$ cat src/rtl/fifo_write.sv
// -----------------------------------------------------------------------------
// fifo_write
//   Serialises a frame of up to 12 bytes from a 96-bit word into a byte-wide
//   FIFO write port, honouring downstream backpressure and an abort input.
//
//   Byte k of the frame is data[8k +: 8]. With the ascending [0:95] range this
//   is the most significant byte first, so byte 0 sits in data[0:7].
//
//   Optional feature (compile-time macro):
//     FIFO_WRITE_CSUM_EN  - append one checksum byte (XOR of every data byte
//                           written in the frame) after the data bytes.
//
//   Ports
//     clk        in   1   single clock, rising edge
//     rst        in   1   asynchronous reset, active low
//     err        in   1   abort request; in any non-idle state forces IDLE
//     BYTE_NUM   in   4   bytes per frame (0 = none, 13..15 clamp to 12)
//     data       in  96   frame word, byte 0 = data[0:7]
//     fifo_full  in   1   downstream FIFO full (backpressure)
//     fifo_txd   out  8   registered byte presented to the FIFO
//     fifo_txen  out  1   FIFO write enable (only combinational output)
//     state_fw   out  4   current state code, zero-extended
//     fs         in   1   frame start request (level)
//     fd         out  1   frame done (level, high while in LAST)
// -----------------------------------------------------------------------------
module fifo_write (
  input  logic        clk,
  input  logic        rst,
  input  logic        err,
  input  logic [3:0]  BYTE_NUM,
  input  logic [0:95] data,
  input  logic        fifo_full,
  output logic [7:0]  fifo_txd,
  output logic        fifo_txen,
  output logic [3:0]  state_fw,
  input  logic        fs,
  output logic        fd
);

  typedef enum logic [2:0] {
    IDLE = 3'd0,
    LOAD = 3'd1,
    WORK = 3'd2,
    HOLD = 3'd3,
`ifdef FIFO_WRITE_CSUM_EN
    CSUM = 3'd4,
`endif
    LAST = 3'd5
  } state_t;

  state_t      r_state;
  logic [0:95] r_shift;
  logic [3:0]  r_len;
  logic [3:0]  r_cnt;
  logic [7:0]  r_txd;
  logic        r_fd;
`ifdef FIFO_WRITE_CSUM_EN
  logic [7:0]  r_csum;
`endif

  state_t      w_next;
  logic        w_accept;
  logic        w_last_byte;
  logic [3:0]  w_len_in;

  // Oversized lengths are clamped at load time so the counter never passes 11.
  assign w_len_in    = (BYTE_NUM > 4'd12) ? 4'd12 : BYTE_NUM;
  assign w_last_byte = (r_cnt == (r_len - 4'd1));

  // Next-state and write-accept decode. err overrides everything outside IDLE,
  // and also blocks a start request arriving in the same cycle.
  always_comb begin
    w_next   = r_state;
    w_accept = 1'b0;
    case (r_state)
      IDLE: begin
        if (fs && !err) w_next = LOAD;
      end
      LOAD: begin
        if (err) begin
          w_next = IDLE;
        end else if (w_len_in == 4'd0) begin
`ifdef FIFO_WRITE_CSUM_EN
          w_next = CSUM;
`else
          w_next = LAST;
`endif
        end else begin
          w_next = WORK;
        end
      end
      WORK: begin
        if (err) begin
          w_next = IDLE;
        end else if (fifo_full) begin
          w_next = HOLD;
        end else begin
          w_accept = 1'b1;
          if (w_last_byte) begin
`ifdef FIFO_WRITE_CSUM_EN
            w_next = CSUM;
`else
            w_next = LAST;
`endif
          end
        end
      end
      HOLD: begin
        if (err)             w_next = IDLE;
        else if (!fifo_full) w_next = WORK;
      end
`ifdef FIFO_WRITE_CSUM_EN
      // The checksum byte stalls in place while the FIFO is full.
      CSUM: begin
        if (err) begin
          w_next = IDLE;
        end else if (!fifo_full) begin
          w_accept = 1'b1;
          w_next   = LAST;
        end
      end
`endif
      LAST: begin
        if (err || !fs) w_next = IDLE;
      end
      default: begin
        w_next = IDLE;
      end
    endcase
  end

  // r_txd always holds the byte at the current counter position (or the
  // checksum once in CSUM), so the accepted byte is r_txd itself and the next
  // one is already waiting in r_shift[8:15].
  always_ff @(posedge clk or negedge rst) begin
    if (!rst) begin
      r_state <= IDLE;
      r_shift <= '0;
      r_len   <= '0;
      r_cnt   <= '0;
      r_txd   <= '0;
      r_fd    <= 1'b0;
`ifdef FIFO_WRITE_CSUM_EN
      r_csum  <= '0;
`endif
    end else begin
      r_state <= w_next;
      r_fd    <= (w_next == LAST);
      case (r_state)
        LOAD: begin
          r_shift <= data;
          r_len   <= w_len_in;
          r_cnt   <= '0;
          r_txd   <= (w_len_in == 4'd0) ? 8'h00 : data[0:7];
`ifdef FIFO_WRITE_CSUM_EN
          r_csum  <= '0;
`endif
        end
        WORK: begin
          if (w_accept) begin
`ifdef FIFO_WRITE_CSUM_EN
            r_csum <= r_csum ^ r_txd;
`endif
            if (w_last_byte) begin
`ifdef FIFO_WRITE_CSUM_EN
              r_txd <= r_csum ^ r_txd;
`endif
            end else begin
              r_cnt   <= r_cnt + 4'd1;
              r_shift <= r_shift << 8;
              r_txd   <= r_shift[8:15];
            end
          end
        end
        default: begin
        end
      endcase
    end
  end

  assign fifo_txen = w_accept;
  assign fifo_txd  = r_txd;
  assign fd        = r_fd;
  assign state_fw  = {1'b0, r_state};

endmodule

$ cat config.mk
export PLATFORM = sky130hd
export DESIGN_NAME = fifo_write
export DESIGN_NICKNAME = d
export VERILOG_FILES = /design/src/rtl/fifo_write.sv
export SDC_FILE = /design/constraint.sdc
export NUM_CORES = 1
export LEC_CHECK = 0
export ABC_AREA = 1
export BUFFER_PORTS_ARGS = -buffer_cell sky130_fd_sc_hd__buf_2
export CELL_PAD_IN_SITES_DETAIL_PLACEMENT = 0
export CELL_PAD_IN_SITES_GLOBAL_PLACEMENT = 1
export CORE_ASPECT_RATIO = 1.1
export CORE_MARGIN = 4
export CORE_UTILIZATION = 33
export DETAILED_ROUTE_END_ITERATION = 16
export GPL_TIMING_DRIVEN = 1
export HOLD_SLACK_MARGIN = 0.03
export PLACE_DENSITY = 0.7
export SETUP_SLACK_MARGIN = 0.15
export SLEW_MARGIN = 40
export SYNTH_ARGS = -nofsm -noshare
export SYNTH_HDL_FRONTEND = slang
export SYNTH_SLANG_ARGS = --single-unit
$ cat constraint.sdc
create_clock -name clk -period 4.06 [get_ports clk]
set_clock_uncertainty 0.15 [all_clocks]
set_input_delay 0 -clock clk [delete_from_list [all_inputs] [get_ports clk]]
set_output_delay 0 -clock clk [all_outputs]
set_load 0.1 [all_outputs]
==> flow_metrics.py <==
metrics = {
    "die": {
        "fp.dieW_um": 133.3,
        "dieHeight_um": 145.9,
        "num_rows": 50,
        "ios": 119,
        "initial_utilization_pct": 33.51,
        "coreArea_um2": 17020,
        "die-area_um2": 19450,
    },
    "routing": {
        "drt_wl_total_um": 16900,
        "drt_pass1_iterations": 4,
        "route.detailed.drc": 0,
        "viasPerCell": 4.521,
        "post_drt_wl_per_cell_um": 13.61,
        "vias": 5615,
        "antenna_left": 0,
        "drtIter0Drc": 351,
    },
    "logic_synthesis": {
        "avgSynthCellArea_um2": 7.023,
        "synth_warnings": 0,
        "yosys.cell_types.count": 25,
        "yosys_register_bits": 108,
        "netlist_area_um2": 5703,
        "synth_cells": 812,
        "synth_fp_nets": 919,
        "ys_seq_area_share_pct": 47.39,
    },
    "worst_setup_path": {
        "slowest_delay_ns": 0.56,
        "required_ns": 4.15,
        "endpoint_kind": "flip-flop",
        "cp_slowest_cell": "dlygate4sd3_1",
        "criticalPathCategory": "flip-flop to flip-flop",
        "startpoint_type": "flip-flop",
        "path_max_fanout": 75,
        "path_cells": "nor2_1, nand2_4, buf_6, nor3_1, a21oi_1, nand3_1, dlygate4sd3_1",
        "crit_arrival_ns": 2.90,
    },
    "timing": {
        "slew_violations": 0,
        "rsz0062_at_grt": "no",
        "period_minus_slack_ns": 2.809,
        "setup_ws_ns": 1.251,
        "tns_ns": 0,
        "hold_ws_ns": 0.1567,
        "fin_crit_sh_pct": 69.18,
        "slew_headroom_pct": 54.42,
        "setup_viol": 0,
        "worst_pin_slew_ns": 0.6837,
        "hold_viol_final": 0,
        "max_freq_mhz": 356.0,
    },
    "clock_tree": {
        "cts_max_level": 3,
        "cts-root-buf": "clkbuf_16",
        "cts_resized": 0,
        "clock_latency_ns": 0.36,
        "numCtsBuffers": 9,
        "clock_path_buffers": 2,
        "clkSinkCount": 108,
        "clk_pin_slew_ns": 0.08,
        "cts_tree": "done",
    },
    "finish": {
        "layout-drive-gt1-share_pct": 14.78,
        "num-nets-final": 1110,
        "fin_area_um2": 7794,
        "area_growth_pct": 36.66,
        "diodes": 0,
        "fin_util_pct": 45.80,
    },
    "global_route": {
        "antenna_found_initial": 0,
        "grt_pass1_wl_um": 28170,
        "track_usage_pct": 17.74,
        "grt_overflow": 0,
        "grt_pass1_vias": 5678,
        "grt_max_degree": 93,
    },
    "placed_design": {
        "dp_slack_ns": 1.274,
        "place.port_buffers": 117,
        "postPlaceCellArea_um2": 6346,
        "dp_hpwl_um": 10100,
        "globalplace.congestion": 0.7663,
    },
    "pwr": {
        "p_per_area_nw_per_um2": 566.2,
        "max-vdd-ir-drop_uv": 226.9,
        "p_leak_nw": 4.315,
    },
    "worst_hold_path": {
        "hold_path_class": "primary input to async pin",
    },
    "job": {
        "maxCapViolations": 0,
    },
    "run_status": {
        "status": "completed",
    },
}
-- where the power goes --
part           total (mW)  switching, mW  leakage, nW  internal, mW
clock network        1.04          0.431        0.166         0.608
registers            1.81          0.268         1.36          1.54
logic                1.56           1.04         2.79         0.525
total                4.41           1.74         4.31          2.68
-- synthesized netlist by cell type --
library cell / instances / area (µm²)
a21oi_1: 2 / 10.01
a32oi_1: 1 / 8.760
buf_2: 30 / 150.1
buf_4: 2 / 15.01
buf_6: 9 / 101.4
buf_8: 1 / 15.01
clkbuf_1: 10 / 37.54
conb_1: 1 / 3.750
dfrtp_1: 108 / 2703
ha_1: 2 / 25.02
inv_1: 16 / 60.06
inv_2: 3 / 11.26
nand2_1: 486 / 1824
nand2_4: 2 / 22.52
nand3_1: 113 / 565.5
nand3_2: 1 / 10.01
nand4_1: 1 / 6.260
nor2_1: 11 / 41.29
nor2_2: 1 / 6.260
nor3_1: 1 / 5.000
nor3_4: 1 / 16.27
o211ai_1: 3 / 22.52
o21ai_0: 5 / 25.02
xnor2_1: 1 / 8.760
xor2_1: 1 / 8.760
-- state kept, by name (all words and copies together) (netlist names) --
signal / count
r_state: 3
fifo_txd: 8
r_len: 4
r_cnt: 4
r_shift: 88
fd: 1
-- per-stage QoR --
step	power [mW]	instances
final	4.413	1242
after detailed placement	3.333	1117
after floorplan	2.951	812
after global routing	4.751	1242
after CTS	4.470	1242
after global placement	3.312	1117
-- cell type report --
type                    count  area (µm²)
clock inverters             7       123.9
well taps                 234       292.8
flip-flops and latches    108        2703
clock buffers               9       225.2
repair buffers            232        1744
inverters                  19       71.32
fillers                  1805        9223
multi-input cells         633        2634
-- cells in the final DEF, fill, tap and decap left out, types with 2 or more instances in the layout --
cell and instances:
buf_4 4, inv_2 3, nor2_1 11, o21ai_0 5, nand2_4 3, o211ai_1 3, ha_1 2, clkinv_4 2
buf_6 2, nand3_1 113, buf_2 116, dlygate4sd3_1 109, clkbuf_16 9, a21oi_1 2, dfrtp_1 108, nand2_1 484
inv_1 16, bufinv_16 3
-- repair_timing --
item,in CTS,in global routing
hold buffers,109,0
endpoints found under the hold margin,212,0
buffers inserted,0,0
-- logic make-up after synthesis --
| kind of cell | Yosys count | synth area share (%) |
|---|---|---|
| buffers and inverters | 71 | 6.845 |
| adders and majority gates | 2 | 0.4387 |
| and+or+nand+nor | 617 | 43.79 |
| xor gates and xnor gates | 2 | 0.3072 |
| AOI/OAI and AO/OA | 11 | 1.163 |
| other | 1 | 0.06576 |
| DFF | 108 | 47.39 |
-- routing by layer --
metal	track usage (%)	share of wire (%)
met3	2.351	3.0
met2	29.12	49
met5	0	0
met1	24.05	46
met4	6.379	1.6
-- final timing paths --
check                         endpoint  slack (ns)        start  depth (start not counted)
max                         r_state[0]        1.25   r_state[1]                          7
min                        r_shift[20]        0.16          rst                          3
max reg2reg                 r_state[0]        1.25   r_state[1]                          7
min reg2reg                r_shift[93]        0.35  r_shift[93]                          2
max in group asynchronous  r_shift[13]        3.00          rst                          3
min in group clk           r_shift[93]        0.23     data[93]                          4
-- critical path, delay by kind of cell, from the launching register on --
family / cells / cell delay (ns)
buffers and inverters: 2 / 1.10
AND/OR/NAND/NOR: 4 / 0.72
flip-flops: 1 / 0.49
AO/OA/AOI/OAI: 1 / 0.23
(Power assumes the default switching activity.)
